===== src/rtl/mem_port_arbiter.sv =====
// mem_port_arbiter: shares one single-ported, variable-latency memory between
// instruction fetch and the data memory stage. Data side wins by default, and a
// starvation counter forces fetch ahead after STARVE_MAX data grants.
// Optional bus timeout: define ARB_TIMEOUT_EN to abort a transfer after
// TIMEOUT_CYC cycles without mem_ack and raise the sticky arb_err flag.
module mem_port_arbiter #(
  parameter int ADDR_W      = 32,
  parameter int DATA_W      = 32,
  parameter int STARVE_MAX  = 4,
  parameter int TIMEOUT_CYC = 16
) (
  input  logic              clk,
  input  logic              rst,
  input  logic              if_req,
  input  logic [ADDR_W-1:0] if_addr,
  output logic [DATA_W-1:0] if_rdata,
  output logic              if_done,
  output logic              if_stall,
  input  logic              dm_req,
  input  logic              dm_we,
  input  logic [ADDR_W-1:0] dm_addr,
  input  logic [DATA_W-1:0] dm_wdata,
  output logic [DATA_W-1:0] dm_rdata,
  output logic              dm_done,
  output logic              dm_stall,
  output logic              mem_req,
  output logic              mem_we,
  output logic [ADDR_W-1:0] mem_addr,
  output logic [DATA_W-1:0] mem_wdata,
  input  logic              mem_ack,
  input  logic [DATA_W-1:0] mem_rdata,
  output logic              arb_err
);

  typedef enum logic [1:0] {
    IDLE    = 2'd0,
    IF_BUSY = 2'd1,
    DM_BUSY = 2'd2
  } state_t;

  localparam logic [3:0] STARVE_LIM = 4'(STARVE_MAX);

  generate
    if (STARVE_MAX < 1 || STARVE_MAX > 15 || TIMEOUT_CYC < 1) begin : g_bad_param
      $error("mem_port_arbiter: STARVE_MAX must be 1..15 and TIMEOUT_CYC at least 1");
    end
  endgenerate

  state_t     state;
  state_t     state_next;
  logic [3:0] starve_cnt;
  logic       if_elig;
  logic       dm_elig;
  logic       grant_if;
  logic       grant_dm;
  logic       complete;
  logic       abort;
  logic       tmo_hit;

  // State register; reset abandons any transfer in flight
  always_ff @(posedge clk) begin
    if (rst) state <= IDLE;
    else     state <= state_next;
  end

  // Grant decision in IDLE (done cycle masks a stale request) and completion in BUSY
  always_comb begin
    if_elig    = if_req & ~if_done;
    dm_elig    = dm_req & ~dm_done;
    grant_if   = 1'b0;
    grant_dm   = 1'b0;
    complete   = 1'b0;
    abort      = 1'b0;
    state_next = state;
    case (state)
      IDLE: begin
        if (if_elig && dm_elig && starve_cnt == STARVE_LIM) grant_if = 1'b1;
        else if (dm_elig)                                   grant_dm = 1'b1;
        else if (if_elig)                                   grant_if = 1'b1;
        if (grant_if)      state_next = IF_BUSY;
        else if (grant_dm) state_next = DM_BUSY;
      end
      IF_BUSY, DM_BUSY: begin
        if (mem_ack)      complete = 1'b1;
        else if (tmo_hit) abort    = 1'b1;
        if (complete || abort) state_next = IDLE;
      end
      default: state_next = IDLE;
    endcase
  end

  // Memory request follows the state; stalls are pure functions of request and done
  always_comb begin
    mem_req  = (state != IDLE);
    if_stall = if_req & ~if_done;
    dm_stall = dm_req & ~dm_done;
  end

  // Memory port registers, starvation counter, done pulses and returned read data
  always_ff @(posedge clk) begin
    if (rst) begin
      mem_we     <= 1'b0;
      mem_addr   <= '0;
      mem_wdata  <= '0;
      if_rdata   <= '0;
      dm_rdata   <= '0;
      if_done    <= 1'b0;
      dm_done    <= 1'b0;
      starve_cnt <= '0;
    end else begin
      if_done <= 1'b0;
      dm_done <= 1'b0;
      if (grant_if) begin
        mem_addr   <= if_addr;
        mem_we     <= 1'b0;
        starve_cnt <= '0;
      end
      if (grant_dm) begin
        mem_addr <= dm_addr;
        mem_we   <= dm_we;
        if (dm_we) mem_wdata <= dm_wdata;
        if (if_req && starve_cnt != STARVE_LIM) starve_cnt <= starve_cnt + 4'd1;
      end
      if (complete || abort) begin
        mem_we <= 1'b0;
        if (state == IF_BUSY) begin
          if_done  <= 1'b1;
          if_rdata <= abort ? '0 : mem_rdata;
        end else begin
          dm_done <= 1'b1;
          if (abort)        dm_rdata <= '0;
          else if (!mem_we) dm_rdata <= mem_rdata;
        end
      end
    end
  end

`ifdef ARB_TIMEOUT_EN
  localparam int TMO_W = $clog2(TIMEOUT_CYC) + 1;
  localparam logic [TMO_W-1:0] TMO_LAST = TMO_W'(TIMEOUT_CYC - 1);

  logic [TMO_W-1:0] tmo_cnt;

  // Busy-cycle counter, restarted every time the arbiter is idle
  always_ff @(posedge clk) begin
    if (rst || state == IDLE) tmo_cnt <= '0;
    else                      tmo_cnt <= tmo_cnt + TMO_W'(1);
  end

  assign tmo_hit = (state != IDLE) && (tmo_cnt == TMO_LAST);

  // Sticky error flag, only a reset clears it
  always_ff @(posedge clk) begin
    if (rst)        arb_err <= 1'b0;
    else if (abort) arb_err <= 1'b1;
  end
`else
  assign tmo_hit = 1'b0;
  assign arb_err = 1'b0;
`endif

endmodule

===== config.mk =====
export PLATFORM = sky130hd
export DESIGN_NAME = mem_port_arbiter
export DESIGN_NICKNAME = d
export VERILOG_FILES = /design/src/rtl/mem_port_arbiter.sv
export SDC_FILE = /design/constraint.sdc
export NUM_CORES = 1
export LEC_CHECK = 0
export BUFFER_PORTS_ARGS = -buffer_cell sky130_fd_sc_hd__buf_4
export CAP_MARGIN = 20
export CORE_MARGIN = 2
export CORE_UTILIZATION = 40
export DETAILED_ROUTE_END_ITERATION = 10
export PLACE_DENSITY = 0.69
export SLEW_MARGIN = 10
export SYNTH_ARGS = -nofsm -noshare
export SYNTH_HDL_FRONTEND = slang
export SYNTH_SLANG_ARGS = --single-unit

===== constraint.sdc =====
create_clock -name clk -period 2.5 [get_ports clk]
set_input_delay 0 -clock clk [delete_from_list [all_inputs] [get_ports clk]]
set_output_delay 0 -clock clk [all_outputs]
set_load 0.01 [all_outputs]

==> reports/metrics.csv, run 1 <==
metric,value,unit
outcome,completed,
fin_tns_setup,0,ns
drc,0,
fmax,463,MHz
layout_commonest_cell,buf_4,
cts_resized,0,
num-nets-final,1173,
p_leak,0.00402,uW
cts_setup_buffers,0,
synth_edf_count,0,
numCtsBuffers,17,
dpl.cell_count,1061,
ioPinCount,269,
num-fill-cells,988,
portBuffers,267,
r2r_start,state[1],
route.met2.wl,9.02,mm
clock-sinks,137,
synth_warnings,0,
ys_seq_area_share,50.3,%
core_area,13300,sq um
hpwl,11.7,mm
syn_nets,793,
netlist_instances,655,
fin_crit,2.16,ns
whs_path_depth,5,
drive_gt1_share,35.0,%
final_util,70.7,%
rows,42,
grt_pass1_wl,29.9,mm
cts_htree_levels,4,
grt_pass1_vias,5938,
drtIter0Drc,440,
setup-violations-final,0,
wl_per_cell,15.5,um
ys.flop_type,dfxtp_1,
skew,0.00550,ns
path_depth,6,
syn_area_per_cell,8.32,sq um
met3WireLength,1.63,mm
cp-start-kind,register,
cp_max_fo,32,
cap_violations,0,
setup.worst_path.class,register to register,
antenna_found_initial,0,
critPathRequiredTime,2.81,ns
top_layer_used,met4,
relSlewSlack,60.9,%
min_period_over_period,86.3,%
ant_nets,0,
wl,18.9,mm
stdcell_count,1222,
hold_start,dm_req,
route.layer.met1.wl,7.81,mm
place_congestion,0.819,
cts-root-buf,clkbuf_16,
initial_core_util,41.0,%
antenna_cells,0,
viasPerCell,4.90,
area_growth,72.5,%
power.density,646,nW/um^2
layout_common_cells,"buf_4 (278), nand2_1 (225), dfxtp_1 (137)",
synthesis.area,5450,sq um
slew_viol_final,0,
cp_slowest_cell,o21a_4,
synthDistinctLibCells,41,
final_hold_viol_count,0,
postCtsHoldBufs,131,
first_pass_iters,4,
ir_drop,433,uV
grt_overflow,0,
min_path_type,primary input to register,
ys_ff_latch,137,
dieArea,14600,sq um
grt_use_total,25.7,%
critPathTopFamily,compound AO/OA/AOI/OAI gates,
grt_max_degree,62,
place_ws,0.471,ns
die_x,121,um
cp.buffers_inverters,1,
worst_slew_pin_slew,0.584,ns
crit_path_cell_trace,inv_1 > ha_1 > and3b_1 > o21a_4 > a21oi_1 > a211oi_1,
critPathMaxStageDelay,0.53,ns
worstSetupStartpoint,state[1],
synth_async_sr_flop_share,0,%
rsz0062_at_grt,no,
setup_slack,0.341,ns
cts_tree,built,
end_kind,register,
clk_latency,0.41,ns
r2r_cells,6,
cp.arrival,2.47,ns
clkSlewWorstSetupHoldPaths,0.06,ns
via_count,5983,
ctsLongestPathBuffers,2,
fp.dieH,121,um
-- cell families after synthesis --
group | after synthesis | synth area share, %
simple gates | 277 | 20.2
compound gates | 175 | 22.8
flops | 137 | 50.3
buf+inv | 58 | 5.16
fa+ha+maj | 4 | 0.918
xor+xnor | 2 | 0.321
other cells | 1 | 0.0688
mux | 1 | 0.184
-- cell usage after synthesis (all sizes together) (3+ instances only) --
cell type	count	area share, %
a211oi	34	7.4
a21oi	131	14
buf	18	2.4
clkbuf	32	2.2
dfxtp	137	50
ha	4	0.92
inv	7	0.48
nand2	225	15
nand3	3	0.28
nor2	34	2.3
nor3	4	0.46
o21ai	3	0.41
-- worst reg2reg max path, cell delays in order (launching register included) --
cell and delay, ns:
dfxtp_1 0.30, inv_1 0.08, ha_1 0.29, and3b_1 0.39
o21a_4 0.53, a21oi_1 0.19, a211oi_1 0.29
-- routing by layer --
| metal | vias up | GRT usage [%] |
|---|---|---|
| met2 | 246 | 43.5 |
| li1 | 2929 | - |
| met5 | - | 0 |
| met3 | 37 | 8.96 |
| met4 | 0 | 10.2 |
| met1 | 2771 | 29.6 |
-- path summary, 6_finish.rpt --
kind                   end  slack (ns)
min          starve_cnt[3]        0.12
max reg2reg   mem_addr[31]        0.34
min reg2reg   mem_wdata[6]        0.45
max           mem_addr[31]        0.34
-- through the flow --
| step | hold WS [ns] | cell area (sq um) | total power, uW |
|---|---|---|---|
| after floorplan | 0.100 | 5450 | 3110 |
| after global placement | 0.225 | 7560 | 3640 |
| after detailed placement | 0.229 | 7560 | 3650 |
| after CTS | 0.0983 | 9400 | 6110 |
| after global routing | 0.172 | 9400 | 6330 |
| final | 0.117 | 9400 | 6080 |
-- state kept, by name (all words and copies together) (netlist names) --
name and cells:
mem_addr 32, if_done 1, if_rdata 32, mem_we 1
state 2, dm_done 1, dm_rdata 32, mem_wdata 32
starve_cnt 4
-- report_power, final --
group          internal, uW  total, uW  leakage (uW)  switching (uW)
clock network          1380       2280      0.000260             907
logic                   679       1370       0.00264             692
registers              2340       2420       0.00112            84.4
total                  4390       6080       0.00402            1680
-- cell type report --
cell class / instances / area [sq um] / share of cell area [%]
Multi-Input combinational cell: 460 / 2440 / 26.0
Clock inverter: 8 / 75.1 / 0.799
Tap cell: 176 / 220 / 2.34
Inverter: 8 / 30.0 / 0.319
Clock buffer: 22 / 454 / 4.83
Timing Repair Buffer: 411 / 3440 / 36.6
Sequential cell: 137 / 2740 / 29.2
(Power assumes the default switching activity.)
==> inputs of run 2 (changes only) <==
--- a/config.mk
+++ b/config.mk
@@ -9,8 +9,10 @@
 export CAP_MARGIN = 20
 export CORE_MARGIN = 2
 export CORE_UTILIZATION = 40
+export CTS_BUF_LIST = sky130_fd_sc_hd__clkbuf_16
 export DETAILED_ROUTE_END_ITERATION = 10
 export PLACE_DENSITY = 0.69
+export SKIP_LAST_GASP = 1
 export SLEW_MARGIN = 10
 export SYNTH_ARGS = -nofsm -noshare
 export SYNTH_HDL_FRONTEND = slang
==> reports/metrics.csv, run 2 (same netlist as run 1, synthesis figures left out) <==
metric,value,unit,change
outcome,completed,,
drive_gt1_share,34.9,%,-0.096 points
holdPathEnd,starve_cnt[3],,
cp_max_fo,32,,unchanged
dieArea,14600,sq um,unchanged
cap_violations,0,,unchanged
antenna_cells,0,,unchanged
ant_nets,0,,unchanged
fmax,463,MHz,-0.14%
regArea,2740,sq um,unchanged
hpwl,11.7,mm,unchanged
antenna_found_initial,0,,unchanged
num-fill-cells,990,,+0.20%
critPathRequiredTime,2.81,ns,about the same
multi_input_area,2440,sq um,unchanged
cts_tree,built,,
min_path_type,primary input to register,,
cts_setup_buffers,0,,unchanged
rows,42,,unchanged
num-nets-final,1173,,unchanged
ir_drop,409,uV,-5.5%
grt_use_total,25.7,%,unchanged
fin_crit,2.16,ns,+0.00294 ns
numCtsBuffers,17,,unchanged
ff2ff_setup_slack,0.34,ns,about the same
worst_slew_pin_slew,0.595,ns,+0.0110 ns
drtIter0Drc,379,,-14%
end_kind,register,,
layout_common_cells,"buf_4 (278), nand2_1 (225), dfxtp_1 (137)",,
ioPinCount,269,,unchanged
power.density,642,nW/um^2,-0.69%
fin_tns_setup,0,ns,unchanged
setup-violations-final,0,,unchanged
cp.arrival,2.47,ns,about the same
die_x,121,um,unchanged
hold_start,dm_req,,
grt_pass1_vias,5942,,+0.067%
wl_per_cell,15.5,um,-0.19%
grt_max_degree,62,,unchanged
wl,18.9,mm,-0.19%
clkSlewWorstSetupHoldPaths,0.06,ns,about the same
clk_latency,0.41,ns,about the same
skew,0.00577,ns,+0.000267 ns
cts_resized,0,,unchanged
drc,0,,unchanged
whs,0.110,ns,-0.00652 ns
r2r_start,state[1],,
via_count,5986,,+0.050%
p_leak,0.00403,uW,+0.27%
layout_commonest_cell,buf_4,,
setup.worst_path.class,register to register,,
min_period_over_period,86.5,%,+0.12 points
initial_core_util,41.0,%,unchanged
grt_overflow,0,,unchanged
first_pass_iters,4,,unchanged
area_growth,72.3,%,
core_area,13300,sq um,unchanged
whs_path_depth,5,,unchanged
cts_htree_levels,4,,unchanged
place_congestion,0.819,,unchanged
clock-sinks,137,,unchanged
reg2reg_to,mem_addr[31],,
grt_pass1_wl,29.9,mm,about the same
power.total,6030,uW,-0.79%
r2r_cells,6,,unchanged
fp.dieH,121,um,unchanged
relSlewSlack,60.1,%,-0.74 points
portBuffers,267,,unchanged
final_hold_viol_count,0,,unchanged
rsz0062_at_grt,no,,
ctsLongestPathBuffers,2,,unchanged
viasPerCell,4.90,,about the same
cp-start-kind,register,,
cts-root-buf,clkbuf_16,,
slew_viol_final,0,,unchanged
[run 2: cell types whose count changed in the layout (fill, tap and decap cells not counted), sizes merged]
cell	previous run	this run
clkinv	7	8
inv	7	11
clkbuf	22	17
[run 2: metrics by stage]
step	utilization [%]	instances	setup WS, ns	area (sq um)
finish	70.6	1222	0.338	9390
global route	70.6	1222	0.240	9390
CTS	70.6	1222	0.444	9390
detailed placement	56.9	1061	0.471	7560
global placement	56.9	1061	0.502	7560
floorplan	-	655	0.847	5450
[run 2: worst max path at each step]
stage | start | to | slack, ns | depth (start not counted)
after detailed placement | state[1] | mem_addr[31] | 0.47 | 6
after global routing | state[1] | mem_addr[31] | 0.24 | 6
after global placement | state[1] | mem_addr[23] | 0.50 | 6
after floorplan | state[0] | dm_rdata[18] | 0.85 | 8
final | state[1] | mem_addr[31] | 0.34 | 6
after CTS | state[1] | mem_addr[23] | 0.44 | 6
[run 2: critical path: stages (launching register included)]
cell and delay (ns):
dfxtp_1 0.30, inv_1 0.08, ha_1 0.29, and3b_1 0.38
o21a_4 0.54, a21oi_1 0.18, a211oi_1 0.29
[run 2: report_power, final]
| group | total (uW) | internal [uW] | switching [uW] |
|---|---|---|---|
| registers | 2420 | 2340 | 84.8 |
| clock network | 2230 | 1330 | 905 |
| logic | 1370 | 679 | 693 |
| total | 6030 | 4350 | 1680 |
[run 2: layer usage]
layer | vias to the layer above | routed length [um] | GRT usage [%]
met5 | - | 0 | 0
met4 | 0 | 486 | 10.2
met3 | 37 | 1630 | 8.96
met2 | 246 | 9050 | 43.6
met1 | 2776 | 7740 | 29.5
li1 | 2927 | - | -
[run 2: timing repair]
action                                  4_1_cts  5_1_grt
endpoints found under the hold margin       132        0
endpoints found under the setup margin        0        0
hold buffers                                131        0
[run 2: final cells by class]
cell class	count	share of cell area, %
clock buffer	17	4.53
clock inverter	13	0.999
inverter	8	0.320
multi-input combinational	460	26.0
sequential	137	29.2
tap	176	2.34
timing repair buffer	411	36.6
